File: config.mk
export PLATFORM = sky130hd
export DESIGN_NAME = threshold_cv_mac_pipe
export DESIGN_NICKNAME = d
export VERILOG_FILES = /design/src/rtl/threshold_cv_mul_pkg.sv /design/src/rtl/threshold_cv_mul_stage_pipe.sv /design/src/rtl/threshold_cv_mac_pipe.sv
export SDC_FILE = /design/constraint.sdc
export NUM_CORES = 1
export LEC_CHECK = 0
export CAP_MARGIN = 20
export CORE_ASPECT_RATIO = 0.8
export CORE_UTILIZATION = 63
export DETAILED_ROUTE_END_ITERATION = 16
export PLACE_DENSITY = 0.82
export SLEW_MARGIN = 20
export SYNTH_ARGS = -nofsm -noshare
export SYNTH_HDL_FRONTEND = slang
export SYNTH_SLANG_ARGS = --single-unit
File: constraint.sdc
create_clock -name clk -period 6.6 [get_ports clk]
set_clock_uncertainty 0.1 [all_clocks]
set_input_delay 1.32 -clock clk [delete_from_list [all_inputs] [get_ports clk]]
set_output_delay 1.32 -clock clk [all_outputs]
set_load 0.01 [all_outputs]
File: src/rtl/threshold_cv_mul_pkg.sv
// Shared types and helpers for the threshold_cv multiply / MAC pipeline.
// Pure declarations: no latency, no flow control.
package threshold_cv_mul_pkg;

    localparam int NUM_STAGE_MIN = 2;
    localparam int NUM_STAGE_MAX = 8;

    // Control half of a pipeline token; the product travels beside it because its width is a parameter.
    typedef struct packed {
        logic vld;
        logic acc_en;
        logic acc_last;
    } tok_ctl_t;

    function automatic int MUL_WIDTH(input int a, input int b);
        return a + b + 1;
    endfunction

endpackage

File: src/rtl/threshold_cv_mul_stage_pipe.sv
// Operand register, extend/multiply and retiming registers: NUM_STAGE-1 cycles of latency.
// Backpressure: every stage holds while adv=0, and all stages shift together while adv=1.
module threshold_cv_mul_stage_pipe
    import threshold_cv_mul_pkg::*;
#(
    parameter int A_WIDTH   = 16,
    parameter int B_WIDTH   = 16,
    parameter int P_WIDTH   = 32,
    parameter int NUM_STAGE = 4,
    parameter int A_SIGNED  = 0,
    parameter int B_SIGNED  = 0
) (
    input  logic               clk,
    input  logic               reset,
    input  logic               adv,
    input  logic               in_vld,
    input  logic [A_WIDTH-1:0] din0,
    input  logic [B_WIDTH-1:0] din1,
    input  logic               acc_en,
    input  logic               acc_last,
    output logic [P_WIDTH-1:0] prod,
    output tok_ctl_t           ctl,
    output logic               any_vld
);

    localparam int MW = MUL_WIDTH(A_WIDTH, B_WIDTH);
    localparam int NR = NUM_STAGE - 1;

    logic [A_WIDTH-1:0] a_q, a_d;
    logic [B_WIDTH-1:0] b_q, b_d;
    tok_ctl_t           ctl1_q, ctl1_d;

    always_comb begin
        a_d    = a_q;
        b_d    = b_q;
        ctl1_d = ctl1_q;
        if (adv) begin
            a_d             = din0;
            b_d             = din1;
            ctl1_d.vld      = in_vld;
            ctl1_d.acc_en   = acc_en;
            ctl1_d.acc_last = acc_last & acc_en;
        end
    end

    always_ff @(posedge clk or posedge reset) begin
        if (reset) begin
            a_q    <= '0;
            b_q    <= '0;
            ctl1_q <= '0;
        end else begin
            a_q    <= a_d;
            b_q    <= b_d;
            ctl1_q <= ctl1_d;
        end
    end

    // Both operands are widened to the full product width so one signed multiply covers all signedness mixes.
    logic signed [MW-1:0] a_ext, b_ext, full;

    assign a_ext = {{(MW - A_WIDTH){(A_SIGNED != 0) && a_q[A_WIDTH-1]}}, a_q};
    assign b_ext = {{(MW - B_WIDTH){(B_SIGNED != 0) && b_q[B_WIDTH-1]}}, b_q};
    assign full  = a_ext * b_ext;

    logic [P_WIDTH-1:0] prod_s [NR];
    tok_ctl_t           ctl_s  [NR];

    if (P_WIDTH < MW) begin : g_trunc
        logic prod_hi_unused;
        assign prod_s[0]      = full[P_WIDTH-1:0];
        assign prod_hi_unused = ^full[MW-1:P_WIDTH];
    end else if (P_WIDTH == MW) begin : g_exact
        assign prod_s[0] = full;
    end else begin : g_sext
        assign prod_s[0] = {{(P_WIDTH - MW){full[MW-1]}}, full};
    end

    assign ctl_s[0] = ctl1_q;

    for (genvar k = 1; k < NR; k++) begin : g_ret
        logic [P_WIDTH-1:0] prod_q, prod_d;
        tok_ctl_t           ctl_q, ctl_d;

        always_comb begin
            prod_d = prod_q;
            ctl_d  = ctl_q;
            if (adv) begin
                prod_d = prod_s[k-1];
                ctl_d  = ctl_s[k-1];
            end
        end

        always_ff @(posedge clk or posedge reset) begin
            if (reset) begin
                prod_q <= '0;
                ctl_q  <= '0;
            end else begin
                prod_q <= prod_d;
                ctl_q  <= ctl_d;
            end
        end

        assign prod_s[k] = prod_q;
        assign ctl_s[k]  = ctl_q;
    end

    assign prod = prod_s[NR-1];
    assign ctl  = ctl_s[NR-1];

    always_comb begin
        any_vld = 1'b0;
        for (int k = 0; k < NR; k++) begin
            any_vld = any_vld | ctl_s[k].vld;
        end
    end

endmodule

File: src/rtl/threshold_cv_mac_pipe.sv
// Handshaked multiply / multiply-accumulate: result NUM_STAGE advancing cycles after accept.
// Backpressure: a held result with out_ready=0, or ce=0, stalls every stage and drops in_ready.
module threshold_cv_mac_pipe
    import threshold_cv_mul_pkg::*;
#(
    parameter int A_WIDTH   = 16,
    parameter int B_WIDTH   = 16,
    parameter int P_WIDTH   = 32,
    parameter int NUM_STAGE = 4,
    parameter int A_SIGNED  = 0,
    parameter int B_SIGNED  = 0
) (
    input  logic               clk,
    input  logic               reset,
    input  logic               ce,
    input  logic               in_valid,
    output logic               in_ready,
    input  logic [A_WIDTH-1:0] din0,
    input  logic [B_WIDTH-1:0] din1,
    input  logic               acc_en,
    input  logic               acc_last,
    output logic               out_valid,
    input  logic               out_ready,
    output logic [P_WIDTH-1:0] dout,
    output logic               busy
);

    if (NUM_STAGE < NUM_STAGE_MIN || NUM_STAGE > NUM_STAGE_MAX || P_WIDTH < 1) begin : g_bad_param
        $error("threshold_cv_mac_pipe: NUM_STAGE must be 2..8 and P_WIDTH >= 1");
    end

    logic               advance;
    logic               accept;
    logic [P_WIDTH-1:0] pipe_prod;
    tok_ctl_t           pipe_ctl;
    logic               pipe_any_vld;

    logic               out_valid_q, out_valid_d;
    logic [P_WIDTH-1:0] dout_q, dout_d;
    logic [P_WIDTH-1:0] acc_q, acc_d;
    logic               acc_open_q, acc_open_d;
    logic [P_WIDTH-1:0] acc_sum;

    assign advance  = ce & (~out_valid_q | out_ready);
    assign in_ready = advance;
    assign accept   = in_valid & advance;

    threshold_cv_mul_stage_pipe #(
        .A_WIDTH   (A_WIDTH),
        .B_WIDTH   (B_WIDTH),
        .P_WIDTH   (P_WIDTH),
        .NUM_STAGE (NUM_STAGE),
        .A_SIGNED  (A_SIGNED),
        .B_SIGNED  (B_SIGNED)
    ) u_mul (
        .clk      (clk),
        .reset    (reset),
        .adv      (advance),
        .in_vld   (accept),
        .din0     (din0),
        .din1     (din1),
        .acc_en   (acc_en),
        .acc_last (acc_last),
        .prod     (pipe_prod),
        .ctl      (pipe_ctl),
        .any_vld  (pipe_any_vld)
    );

    // Sum wraps at P_WIDTH bits by construction.
    assign acc_sum = acc_q + pipe_prod;

    always_comb begin
        out_valid_d = out_valid_q;
        dout_d      = dout_q;
        acc_d       = acc_q;
        acc_open_d  = acc_open_q;
        if (advance) begin
            // advance implies the held result (if any) is being popped this cycle.
            out_valid_d = 1'b0;
            if (pipe_ctl.vld) begin
                if (!pipe_ctl.acc_en) begin
                    dout_d      = pipe_prod;
                    out_valid_d = 1'b1;
                end else if (!pipe_ctl.acc_last) begin
                    acc_d      = acc_sum;
                    acc_open_d = 1'b1;
                end else begin
                    dout_d      = acc_sum;
                    acc_d       = '0;
                    acc_open_d  = 1'b0;
                    out_valid_d = 1'b1;
                end
            end
        end
    end

    always_ff @(posedge clk or posedge reset) begin
        if (reset) begin
            out_valid_q <= 1'b0;
            dout_q      <= '0;
            acc_q       <= '0;
            acc_open_q  <= 1'b0;
        end else begin
            out_valid_q <= out_valid_d;
            dout_q      <= dout_d;
            acc_q       <= acc_d;
            acc_open_q  <= acc_open_d;
        end
    end

    assign out_valid = out_valid_q;
    assign dout      = dout_q;
    assign busy      = pipe_any_vld | out_valid_q | acc_open_q;

endmodule

== Word level (Yosys, flattened, before mapping) ==
Index checks and enable logic that the tools add are counted.

* Register bits after elaboration: 171
* Output and inout bits: 35
* Bits in latches: 0
* Bits in writable memories: 0
* Bits in read-only memories: 0
* Word-level logic and storage cells: 38
* Memories: 0
* Bits of input ports: 39

* Bitwise logic cells: 9
* Shift operators: 0
* Equality and inequality tests: 1
* Multiplexer cells: 7
* Add/subtract/negate cells: 1
* Reduce and logical (&&, ||, !) cells: 2
* Multipliers: 1
* Divide/modulo/power cells: 0
* $lt $le $gt $ge: 0

{| class="wikitable"
|+ Operators with widths
! operator !! count
|-
| 32-bit 2-to-1 mux || 3
|-
| 32-bit adder || 1
|-
| 16-bit by 16-bit multiplier with 32-bit output || 1
|-
| 3-bit AND reduction || 2
|-
| 1-bit OR || 5
|-
| 1-bit 2-to-1 mux || 4
|-
| 1-bit bitwise AND || 3
|-
| 2-bit != test (second input constant) || 1
|-
| 1-bit NOT || 1
|}

== Logic depth before layout (Yosys ltp) ==
Gate-level depths: netlist of the first run.

* Word-level depth: 4
* Gate-level depth with buffers: 24
* Depth with buffers taken out: 22

== Cells and area by module ==
From an unflattened synthesis of the first run, not the netlist that was laid out.

* Cell total of the unflattened synthesis: 1,772
* Area, all modules: 17,217.8 um^2

{| class="wikitable"
|+ By module, submodules not included
! module !! area an instance (um^2) !! times used !! cells each !! sequential area each (um^2)
|-
| threshold_cv_mul_stage_pipe || 12,723.5 || 1 || 1,290 || 2,627.5
|-
| threshold_cv_mac_pipe || 4,494.3 || 1 || 482 || 1,651.6
|}

== Worst setup path before layout of the first run ==
No wires, ideal clock.

* Path kind: flip-flop to flip-flop
* Start point: register u_mul.b_q[9]
* End point: register u_mul.g_ret[1].prod_q[29]
* Period minus slack after synthesis: 5,991 ps
* Path slack: 609 ps
* Buffers on the path: 2
* Required time: 6,368 ps
* Library setup time: 132 ps
* Arrival: 5,759 ps
* Stages on the path, launching flop included: 23
* Cells stage by stage: dfrtp_1 -> clkbuf_1 -> clkbuf_1 -> nand2_1 -> fa_1 -> inv_1 -> fa_1 -> fa_1 -> fa_1 -> fa_1 -> inv_1 -> fa_1 -> inv_1 -> ha_1 -> a21o_1 -> a21o_1 -> a21oi_2 -> o21ai_1 -> a2111oi_2 -> a21oi_2 -> a31oi_1 -> xor2_1 -> o21ai_1

* Cells in the longest elaborated chain, start to end: 1

{| class="wikitable"
|+ Ends and longest elaborated chain
! item !! line !! text
|-
| start, declared || threshold_cv_mul_stage_pipe.sv:30 || <nowiki>logic [B_WIDTH-1:0] b_q, b_d;</nowiki>
|-
| start signal, assigned || threshold_cv_mul_stage_pipe.sv:49 || <nowiki>b_q <= '0;</nowiki>
|-
| start signal, assigned || threshold_cv_mul_stage_pipe.sv:53 || <nowiki>b_q <= b_d;</nowiki>
|-
| 16-bit by 16-bit multiplier with 32-bit output || threshold_cv_mul_stage_pipe.sv:63 || <nowiki>assign full = a_ext * b_ext;</nowiki>
|-
| end signal, assigned || threshold_cv_mul_stage_pipe.sv:98 || <nowiki>prod_q <= prod_d;</nowiki>
|-
| end, declared || threshold_cv_mul_stage_pipe.sv:81 || <nowiki>logic [P_WIDTH-1:0] prod_q, prod_d;</nowiki>
|}

No other way between the ends.
A chain may end at the register's enable or synchronous reset.

== Worst setup path in the final report of the first run ==
Same ends and word-level chain as after synthesis.

==> results of run 1 <==
layer usage:
metal | up-vias | routed length (um) | share of wire | global-route usage
met4 | 0 | 908 | 0.021 | 0.09458
li1 | 6032 | - | - | -
met5 | - | 0 | 0 | 0
met1 | 6590 | 18910 | 0.44 | 0.4835
met3 | 76 | 3645 | 0.085 | 0.07539
met2 | 538 | 19170 | 0.45 | 0.4902
path summary, 6_finish.rpt:
path	end	slack (ns)	cells after the start
worst max-delay path	u_mul.g_ret[1].prod_q[29]$_DFFE_PP0P_	0.20	20
worst min-delay path	u_mul.ctl1_q[0]$_DFFE_PP0P_	0.37	2
worst max register to register	u_mul.g_ret[1].prod_q[29]$_DFFE_PP0P_	0.20	20
worst min register to register	u_mul.ctl1_q[0]$_DFFE_PP0P_	0.37	2
max in group asynchronous	u_mul.g_ret[1].prod_q[12]$_DFFE_PP0P_	3.91	3
min in group asynchronous	u_mul.ctl1_q[0]$_DFFE_PP0P_	1.28	2
sequential cells by signal (all words and copies together) (netlist names):
register / flops
acc_open_q: 1
acc_q: 32
dout: 32
out_valid: 1
u_mul.a_q: 16
u_mul.b_q: 16
u_mul.ctl: 3
u_mul.ctl1_q: 3
u_mul.ctl_s: 3
u_mul.g_ret.prod_q: 32
u_mul.prod: 32
cell families after synthesis:
kind of cell / synth area share
mux: 0.01162
buf+inv: 0.07691
compound gates: 0.1040
fa+ha+maj: 0.3351
flops: 0.2564
xor+xnor: 0.02781
simple gates: 0.1882
cell usage in the layout, fill, tap and decap left out, types with 13 or more instances in the layout:
cell type,instances
clkbuf_16,17
dfrtp_1,151
fa_1,195
a21oi_1,54
nand3_1,20
ha_1,135
o21ai_0,42
and2_1,125
mux2i_1,16
nor2_1,45
dfrtp_2,16
a21o_1,30
o21ai_1,34
xnor2_1,30
inv_1,255
buf_4,50
and3_1,13
clkdlybuf4s50_1,73
xor2_1,23
nand2_1,455
a22o_1,24
per-stage QoR:
step,instances,util
6_report,2296,0.7251
5_1_grt,2296,0.7251
4_1_cts,2285,0.7201
3_5_place_dp,2253,0.6966
3_3_place_gp,2253,0.6966
2_1_floorplan,1868,-
area by class of cell:
class | instances | area share
clock buffers | 17 | 0.02289
clock inverters | 15 | 0.009626
inverters | 257 | 0.05217
multi-input cells | 1362 | 0.6001
flip-flops and latches | 171 | 0.2321
well taps | 351 | 0.02363
repair buffers | 123 | 0.05951
worst min-delay path, cell delays in order, from the launching register on:
cell     delay [ns]
dfrtp_1        0.35
nand2_1        0.05
nand2_1        0.05
repair_timing:
| action | CTS | global route |
|---|---|---|
| setup endpoints to repair | 0 | 10 |
| resized for setup | 0 | 25 |
| setup buffers | 0 | 11 |
==> qor.csv, run 1 <==
stage;metric;value;unit
worst_setup_path;Largest delay share family, worst path;adder cells;
cts;CTS tree;built;
timing;Final min period;6.404;ns
global_routing;initial antenna violation count;0;
cts;Max Buffers Root-to-Sink;2;
place;Buffers on Ports;73;
worst_setup_path;crit path capture type;flop;
logic_synthesis;Synth Area per Inst;8.935;um2
global_routing;Total GRT Usage;0.3292;
place;Setup Slack @ Placement;0.1270;ns
worst_setup_path;Crit path largest cell delay;0.68;ns
timing;RSZ-0062 raised after global routing;false;
final_layout;design area;18590;um2
cts;CTS Buf Count;17;
worst_setup_path;cell chain of the critical path;nand2_1 -> fa_1 -> inv_1 -> fa_1 -> fa_1 -> fa_1 -> fa_1 -> inv_1 -> fa_1 -> inv_1 -> ha_1 -> a21o_1 -> a21o_1 -> a21oi_2 -> o21ai_1 -> a2111oi_2 -> a21oi_2 -> a31oi_1 -> xor2_1 -> o21ai_1;
logic_synthesis;most frequent cell after synthesis;nand2_1;
final_layout;area occupied by registers;4314;um2
worst_setup_path;slowest CP cell;dfrtp_1;
logic_synthesis;syn_nets;2237;
final_layout;antenna cells;0;
drt;DR DRC count;0;
status;status;finished, final reports clean;
logic_synthesis;Yosys top cell area share;0.2564;
timing;Hold Fails Final Rpt;0;
timing;endpoints failing setup;0;
cts;Worst-path clk slew;0.07;ns
drt;DR WL/cell;18.57;um
cts;root buf cell;clkbuf_16;
final_layout;Layout Nets;2301;
global_routing;first-pass GRT wire length;68.64;mm
floorplanning;core area;25630;um2
logic_synthesis;Syn Inst Count;1868;
timing;fin crit share;0.9703;
final_layout;share of cells above drive strength 1;0.06941;
cts;later-pin clock latency in the skew report;0.45;ns
drt;detailed-route vias per instance;5.765;
logic_synthesis;Post-synth top cells;455 x nand2_1, 256 x inv_1, 195 x fa_1;
logic_synthesis;ys async rst share;1.000;
timing;Setup WS post-layout;0.1961;ns
worst_setup_path;Critical Path AT;6.60;ns
global_routing;pin count of the biggest net entering global routing;97;
floorplanning;Die X;184.0;um
cts;CTS sink count;171;
logic_synthesis;YS warnings;0;
timing;Slew Limit Fails;0;
cts;hold-fix buffers at CTS;0;
logic_synthesis;cell taking the most area after synthesis;dfrtp_1;
worst_setup_path;most used cell, CP;fa_1;
final_layout;Area Overhead vs Synth;11.36;%
floorplanning;initial core utilization;0.6511;
hold_path;min-delay worst type;flop to flop;
final_layout;area of the multi-input gates;11150;um2
worst_setup_path;startpoint types;flop;
final_layout;FILL cells;1957;
timing;fmax;156.2;MHz
timing;Slew headroom;0.3855;
logic_synthesis;synth unique cells;68;
floorplanning;die area;27150;um2
timing;Worst-Margin Slew;0.9218;ns
worst_setup_path;reg-to-reg startpoint;u_mul.b_q[9]$_DFFE_PP0P_;
logic_synthesis;ys flop type;dfrtp_1;
hold_path;hold_sp;u_mul.ctl1_q[0]$_DFFE_PP0P_;
place;final HPWL from detailed placement;32.03;mm
global_routing;vias in the first global route;13524;
logic_synthesis;#FFs+latches synth;171;
drt;First-pass DRT Iterations;5;
worst_setup_path;CP startpoint;u_mul.b_q[9]$_DFFE_PP0P_;
global_routing;GR Overflow Total;0;
drt;WL final;42.63;mm
drt;drt initial violations;1362;
timing;setup TNS;0;ns
logic_synthesis;EDFF count, synth;0;
worst_setup_path;WS Path Type;flop to flop;
logic_synthesis;Area contributors post-synth;dfrtp_1 26%, fa_1 23%, nand2_1 10%;
logic_synthesis;post-synthesis sequential area ratio;0.2564;
floorplanning;DIE HEIGHT;147.6;um
cts;htree depth;4;
place;Post-DP Area;17860;um2
drt;antenna-violating nets left;0;
flow_run;MaxCap Viol Count;0;
worst_setup_path;Crit path buffers/inverters;3;
logic_synthesis;Post-Syn Area;16690;um2
drt;DR vias;13236;
worst_setup_path;critical path fanouts, max;10;
floorplanning;FP Rows;52;
place;GPL Wtd Cong;0.9760;
timing;WHS;0.3745;ns
worst_setup_path;Worst EP required;6.80;ns
floorplanning;io pins;74;
Power of run 1 is left out: the tool's default activity adds up to more than one toggle a clock period on the data nets, which glitch-free logic cannot reach.
==> run 2, diff against run 1 <==
--- a/config.mk
+++ b/config.mk
@@ -6,10 +6,10 @@
 export NUM_CORES = 1
 export LEC_CHECK = 0
 export CAP_MARGIN = 20
-export CORE_ASPECT_RATIO = 0.8
-export CORE_UTILIZATION = 63
+export CORE_UTILIZATION = 64
+export CTS_BUF_LIST = sky130_fd_sc_hd__clkbuf_4
 export DETAILED_ROUTE_END_ITERATION = 16
-export PLACE_DENSITY = 0.82
+export PLACE_DENSITY = 0.84
 export SLEW_MARGIN = 20
 export SYNTH_ARGS = -nofsm -noshare
 export SYNTH_HDL_FRONTEND = slang
==> qor.csv, run 2 (synthesis gave the netlist of run 1 again) <==
stage;metric;value;unit;change
status;status;finished, final reports clean;;unchanged
timing;Slew Limit Fails;0;;unchanged
hold_path;WHS Endpoint;u_mul.ctl_s[3]$_DFFE_PP0P_;;was u_mul.ctl1_q[0]$_DFFE_PP0P_
drt;First-pass DRT Iterations;5;;unchanged
cts;CTS tree;built;;unchanged
timing;Final min period;6.420;ns;was 6.404 ns
worst_setup_path;reg2reg end;u_mul.g_ret[1].prod_q[30]$_DFFE_PP0P_;;was u_mul.g_ret[1].prod_q[29]$_DFFE_PP0P_
global_routing;GRT met1 Usage;0.3998;;was 0.4835
final_layout;share of cells above drive strength 1;0.06328;;was 0.06941
global_routing;initial antenna violation count;1;;was 0
floorplanning;FP Rows;58;;was 52
floorplanning;Die X;163.5;um;was 184.0 um
cts;htree depth;4;;unchanged
global_routing;GR Overflow Total;0;;unchanged
worst_setup_path;Critical Path AT;6.85;ns;was 6.60 ns
final_layout;commonest non-fill, non-tap cell in the layout;nand2_1;;unchanged
drt;DR vias;13029;;was 13236
worst_setup_path;R2R setup slack;0.18;ns;was 0.20 ns
worst_setup_path;Crit path largest cell delay;0.58;ns;was 0.68 ns
floorplanning;core area;25400;um2;was 25630 um2
drt;drt initial violations;879;;was 1362
worst_setup_path;WS Path Type;flop to flop;;unchanged
worst_setup_path;Worst EP required;7.03;ns;was 6.80 ns
place;placed cells;2214;;was 2253
hold_path;min-delay worst type;flop to flop;;unchanged
place;GPL Wtd Cong;0.9315;;was 0.9760
place;Buffers on Ports;73;;unchanged
global_routing;met3 Use GR;0.03225;;was 0.07539
timing;endpoints failing setup;0;;unchanged
drt;DR DRC count;0;;unchanged
hold_path;hold_sp;u_mul.ctl1_q[0]$_DFFE_PP0P_;;unchanged
cts;root buf cell;clkbuf_4;;was clkbuf_16
floorplanning;DIE HEIGHT;163.5;um;was 147.6 um
timing;RSZ-0062 raised after global routing;true;;was false
place;Post-DP Area;17690;um2;was 17860 um2
global_routing;first-pass GRT wire length;64.74;mm;was 68.64 mm
cts;Max Buffers Root-to-Sink;2;;unchanged
final_layout;Area Overhead vs Synth;8.950;%;was 11.36%
cts;later-pin clock latency in the skew report;0.60;ns;was 0.45 ns
drt;DR WL/cell;17.25;um;was 18.57 um
timing;Hold Fails Final Rpt;0;;unchanged
timing;fmax;155.8;MHz;was 156.2 MHz
global_routing;Total GRT Usage;0.3078;;was 0.3292
worst_setup_path;startpoint types;flop;;unchanged
cts;Worst-path clk slew;0.19;ns;was 0.07 ns
global_routing;vias in the first global route;13509;;was 13524
worst_setup_path;cell chain of the critical path;buf_4 -> and2_1 -> fa_1 -> inv_1 -> fa_1 -> inv_1 -> fa_1 -> fa_1 -> fa_1 -> inv_1 -> fa_1 -> inv_1 -> ha_1 -> and3_1 -> and3_1 -> a31oi_2 -> o31ai_2 -> a31oi_1 -> or4b_1 -> nand3_1;;was nand2_1 -> fa_1 -> inv_1 -> fa_1 -> fa_1 -> fa_1 -> fa_1 -> inv_1 -> fa_1 -> inv_1 -> ha_1 -> a21o_1 -> a21o_1 -> a21oi_2 -> o21ai_1 -> a2111oi_2 -> a21oi_2 -> a31oi_1 -> xor2_1 -> o21ai_1
final_layout;Layout Nets;2284;;was 2301
timing;fin crit share;0.9727;;was 0.9703
hold_path;Hold Crit Depth;2;;unchanged
cts;CTS sink count;171;;unchanged
drt;WL final;38.97;mm;was 42.63 mm
final_layout;fin cells;2259;;was 2296
global_routing;pin count of the biggest net entering global routing;100;;was 97
timing;Slew headroom;0.3529;;was 0.3855
floorplanning;io pins;74;;unchanged
floorplanning;initial core utilization;0.6571;;was 0.6511
drt;antenna-violating nets left;0;;unchanged
floorplanning;die area;26730;um2;was 27150 um2
final_layout;most frequent cells in the layout;455 x nand2_1, 255 x inv_1, 195 x fa_1;;unchanged
cts;CTS Buf Count;17;;unchanged
worst_setup_path;critical path fanouts, max;11;;was 10
timing;Worst-Margin Slew;0.9707;ns;was 0.9218 ns
worst_setup_path;Worst Reg2Reg Path Length in Cells;20;;unchanged
flow_run;MaxCap Viol Count;0;;unchanged
worst_setup_path;most used cell, CP;fa_1;;unchanged
worst_setup_path;crit path capture type;flop;;unchanged
global_routing;met2 Use GR;0.5326;;was 0.4902
worst_setup_path;reg-to-reg startpoint;u_mul.a_q[12]$_DFFE_PP0P_;;was u_mul.b_q[9]$_DFFE_PP0P_
final_layout;design area;18180;um2;was 18590 um2
drt;detailed-route vias per instance;5.768;;was 5.765
global_routing;layer with the highest usage;met2;;unchanged
final_layout;Final Core Density;0.7160;;was 0.7251
place;final HPWL from detailed placement;28.75;mm;was 32.03 mm
worst_setup_path;slowest CP cell;fa_1;;was dfrtp_1
-- run 2: changes by cell type in the layout (fill, tap and decap cells not counted), moves of 4 or more --
cell,change
buf_4,-21
clkbuf_4,+18
inv_8,-4
dfrtp_2,+5
inv_6,+4
clkbuf_16,-17
-- run 2: timing repair --
item                       CTS  global route
gates resized for setup      0            28
buffers inserted             0            11
hold buffers                 0             0
setup endpoints to repair    0             9
-- run 2: worst max-delay path by stage --
stage                               from                                    end  slack (ns)  cells past startpoint
2_1_floorplan                      reset                 acc_open_q$_DFFE_PP0P_        0.55                      1
3_3_place_gp    u_mul.a_q[8]$_DFFE_PP0P_  u_mul.g_ret[1].prod_q[28]$_DFFE_PP0P_        0.33                     21
3_5_place_dp    u_mul.b_q[1]$_DFFE_PP0P_  u_mul.g_ret[1].prod_q[29]$_DFFE_PP0P_        0.09                     20
4_1_cts         u_mul.b_q[1]$_DFFE_PP0P_  u_mul.g_ret[1].prod_q[29]$_DFFE_PP0P_        0.04                     20
5_1_grt        u_mul.a_q[12]$_DFFE_PP0P_  u_mul.g_ret[1].prod_q[30]$_DFFE_PP0P_       -0.03                     20
6_report       u_mul.a_q[12]$_DFFE_PP0P_  u_mul.g_ret[1].prod_q[30]$_DFFE_PP0P_        0.18                     20
-- run 2: stage by stage --
step | hold slack (ns) | worst slack (ns) | setup TNS (ns)
CTS | 0.3615 | 0.03948 | 0
finish | 0.3686 | 0.1804 | 0
detailed placement | 0.3556 | 0.08872 | 0
global placement | 0.3504 | 0.3294 | 0
floorplan | 0.3386 | 0.5482 | 0
global route | 0.4020 | -0.03323 | -0.09244
-- run 2: layout make-up --
| type | instances | area (um2) |
|---|---|---|
| Multi-Input combinational cell | 1362 | 11170 |
| Fill cell | 1939 | 7214 |
| Sequential cell | 171 | 4313 |
| Timing Repair Buffer | 106 | 1016 |
| Inverter | 257 | 969.7 |
| Tap cell | 330 | 412.9 |
| Clock inverter | 15 | 173.9 |
| Clock buffer | 17 | 127.6 |
| Antenna cell | 1 | 2.502 |
-- run 2: metal layers --
layer  part of all wire  up-vias
met5                  0        -
met1               0.41     6495
met4              0.032        0
met2               0.51      428
li1                   -     5994
met3              0.050      112
-- run 2: worst max-delay path, delay by kind of cell (launching register included) --
family          cells  cell delay (ns)
fa+ha+maj           7             3.40
buf+inv             5             0.47
flops               1             0.51
simple gates        5             1.23
compound gates      3             0.66
Power of run 2 is left out for the same reason.
==> run 3, diff against run 2 <==
--- a/config.mk
+++ b/config.mk
@@ -5,9 +5,8 @@
 export SDC_FILE = /design/constraint.sdc
 export NUM_CORES = 1
 export LEC_CHECK = 0
-export CAP_MARGIN = 20
 export CORE_UTILIZATION = 64
-export CTS_BUF_LIST = sky130_fd_sc_hd__clkbuf_4
+export CTS_BUF_LIST = sky130_fd_sc_hd__clkbuf_4 sky130_fd_sc_hd__clkbuf_8
 export DETAILED_ROUTE_END_ITERATION = 16
 export PLACE_DENSITY = 0.84
 export SLEW_MARGIN = 20
==> qor.csv, run 3 (synthesis gave the netlist of run 1 again) <==
stage;metric;value;unit;change
global_routing;pin count of the biggest net entering global routing;100;;unchanged
timing;fmax;157.7;MHz;was 155.8 MHz
cts;CTS tree;built;;unchanged
hold_path;min-delay worst type;flop to flop;;unchanged
flow_run;MaxCap Viol Count;0;;unchanged
timing;RSZ-0062 raised after global routing;false;;was true
drt;antenna-violating nets left;0;;unchanged
place;GPL Wtd Cong;0.9315;;unchanged
timing;Setup WS post-layout;0.2596;ns;was 0.1804 ns
cts;CTS Buf Count;17;;unchanged
place;final HPWL from detailed placement;28.75;mm;unchanged
timing;Slew Limit Fails;0;;unchanged
floorplanning;core area;25400;um2;unchanged
drt;DR WL/cell;17.15;um;was 17.25 um
drt;WL final;38.84;mm;was 38.97 mm
floorplanning;Die X;163.5;um;unchanged
drt;detailed-route vias per instance;5.748;;was 5.768
final_layout;antenna cells;0;;was 1
cts;CTS sink count;171;;unchanged
final_layout;commonest non-fill, non-tap cell in the layout;nand2_1;;unchanged
floorplanning;initial core utilization;0.6571;;unchanged
cts;later-pin clock latency in the skew report;0.49;ns;was 0.60 ns
cts;root buf cell;clkbuf_8;;was clkbuf_4
timing;Hold Fails Final Rpt;0;;unchanged
final_layout;Layout Nets;2291;;was 2284
timing;WHS;0.3699;ns;was 0.3686 ns
worst_setup_path;Critical Path AT;6.66;ns;was 6.85 ns
place;Setup Slack @ Placement;0.08872;ns;unchanged
global_routing;Total GRT Usage;0.3095;;was 0.3078
final_layout;Area Overhead vs Synth;9.550;%;was 8.950%
timing;fin crit share;0.9607;;was 0.9727
timing;Final min period;6.340;ns;was 6.420 ns
timing;setup TNS;0;ns;unchanged
cts;Worst-path clk slew;0.12;ns;was 0.19 ns
drt;DR vias;13020;;was 13029
timing;Worst-Margin Slew;1.049;ns;was 0.9707 ns
worst_setup_path;critical path fanouts, max;9;;was 11
floorplanning;die area;26730;um2;unchanged
worst_setup_path;Worst EP required;6.92;ns;was 7.03 ns
global_routing;first-pass GRT wire length;64.92;mm;was 64.74 mm
floorplanning;DIE HEIGHT;163.5;um;unchanged
worst_setup_path;crit path capture type;flop;;unchanged
floorplanning;io pins;74;;unchanged
final_layout;share of cells above drive strength 1;0.06667;;was 0.06328
timing;Slew headroom;0.3008;;was 0.3529
drt;drt initial violations;944;;was 879
place;Buffers on Ports;73;;unchanged
global_routing;initial antenna violation count;0;;was 1
worst_setup_path;startpoint types;flop;;unchanged
timing;endpoints failing setup;0;;unchanged
cts;Max Buffers Root-to-Sink;2;;unchanged
cts;hold-fix buffers at CTS;0;;unchanged
final_layout;most frequent cells in the layout;455 x nand2_1, 255 x inv_1, 195 x fa_1;;unchanged
global_routing;vias in the first global route;13554;;was 13509
drt;DR DRC count;0;;unchanged
status;status;finished, final reports clean;;unchanged
drt;First-pass DRT Iterations;5;;unchanged
cts;htree depth;4;;unchanged
final_layout;Final Core Density;0.7199;;was 0.7160
floorplanning;FP Rows;58;;unchanged
global_routing;GR Overflow Total;0;;unchanged
worst_setup_path;WS Path Type;flop to flop;;unchanged
-- run 3: stage by stage --
step / area (um2) / cells
finish: 18290 / 2265
global route: 18290 / 2265
CTS: 18100 / 2246
detailed placement: 17690 / 2214
global placement: 17690 / 2214
floorplan: 16690 / 1868
-- run 3: cell type report --
cell class | instances | area [um2]
clock buffers | 17 | 234.0
clock inverters | 15 | 173.9
fillers | 1916 | 7114
inverters | 257 | 969.7
multi-input cells | 1362 | 11140
flip-flops and latches | 171 | 4319
well taps | 330 | 412.9
repair buffers | 113 | 1031
-- run 3: repair_timing --
action | CTS | global route
resized for setup | 0 | 28
buffers inserted | 0 | 19
endpoints found under the hold margin | 0 | 0
endpoints found under the setup margin | 0 | 7
-- run 3: worst max-delay path: stages, from the launching register on --
cell      delay (ns)
dfrtp_2         0.52
buf_4           0.17
and2_1          0.16
fa_1            0.54
inv_1           0.05
fa_1            0.46
fa_1            0.51
inv_1           0.06
fa_1            0.50
fa_1            0.51
inv_1           0.05
fa_1            0.48
inv_1           0.05
ha_1            0.34
a21oi_1         0.20
nor2b_1         0.07
o21a_1          0.17
a311o_1         0.33
a31oi_2         0.35
o31ai_1         0.16
a31oi_1         0.23
nand4b_1        0.12
nand3_1         0.13
-- run 3: worst paths after layout --
kind                                                          to                        start  slack [ns]  depth (start not counted)
hold reg to reg                       u_mul.ctl_s[3]$_DFFE_PP0P_  u_mul.ctl1_q[0]$_DFFE_PP0P_        0.37                          2
min in group asynchronous                   dout[28]$_DFFE_PP0P_                        reset        1.21                          2
max in group asynchronous              u_mul.a_q[10]$_DFFE_PP0P_                        reset        3.98                          3
setup reg to reg           u_mul.g_ret[1].prod_q[30]$_DFFE_PP0P_     u_mul.b_q[4]$_DFFE_PP0P_        0.26                         22
hold / removal                        u_mul.ctl_s[3]$_DFFE_PP0P_  u_mul.ctl1_q[0]$_DFFE_PP0P_        0.37                          2
setup / recovery           u_mul.g_ret[1].prod_q[30]$_DFFE_PP0P_     u_mul.b_q[4]$_DFFE_PP0P_        0.26                         22
-- run 3: per-layer routing --
metal  share of wire  GRT usage
met1            0.41     0.4016
met2            0.51     0.5333
met3           0.050    0.04215
met4           0.028     0.1052
met5               0          0
Power of run 3 is left out for the same reason.
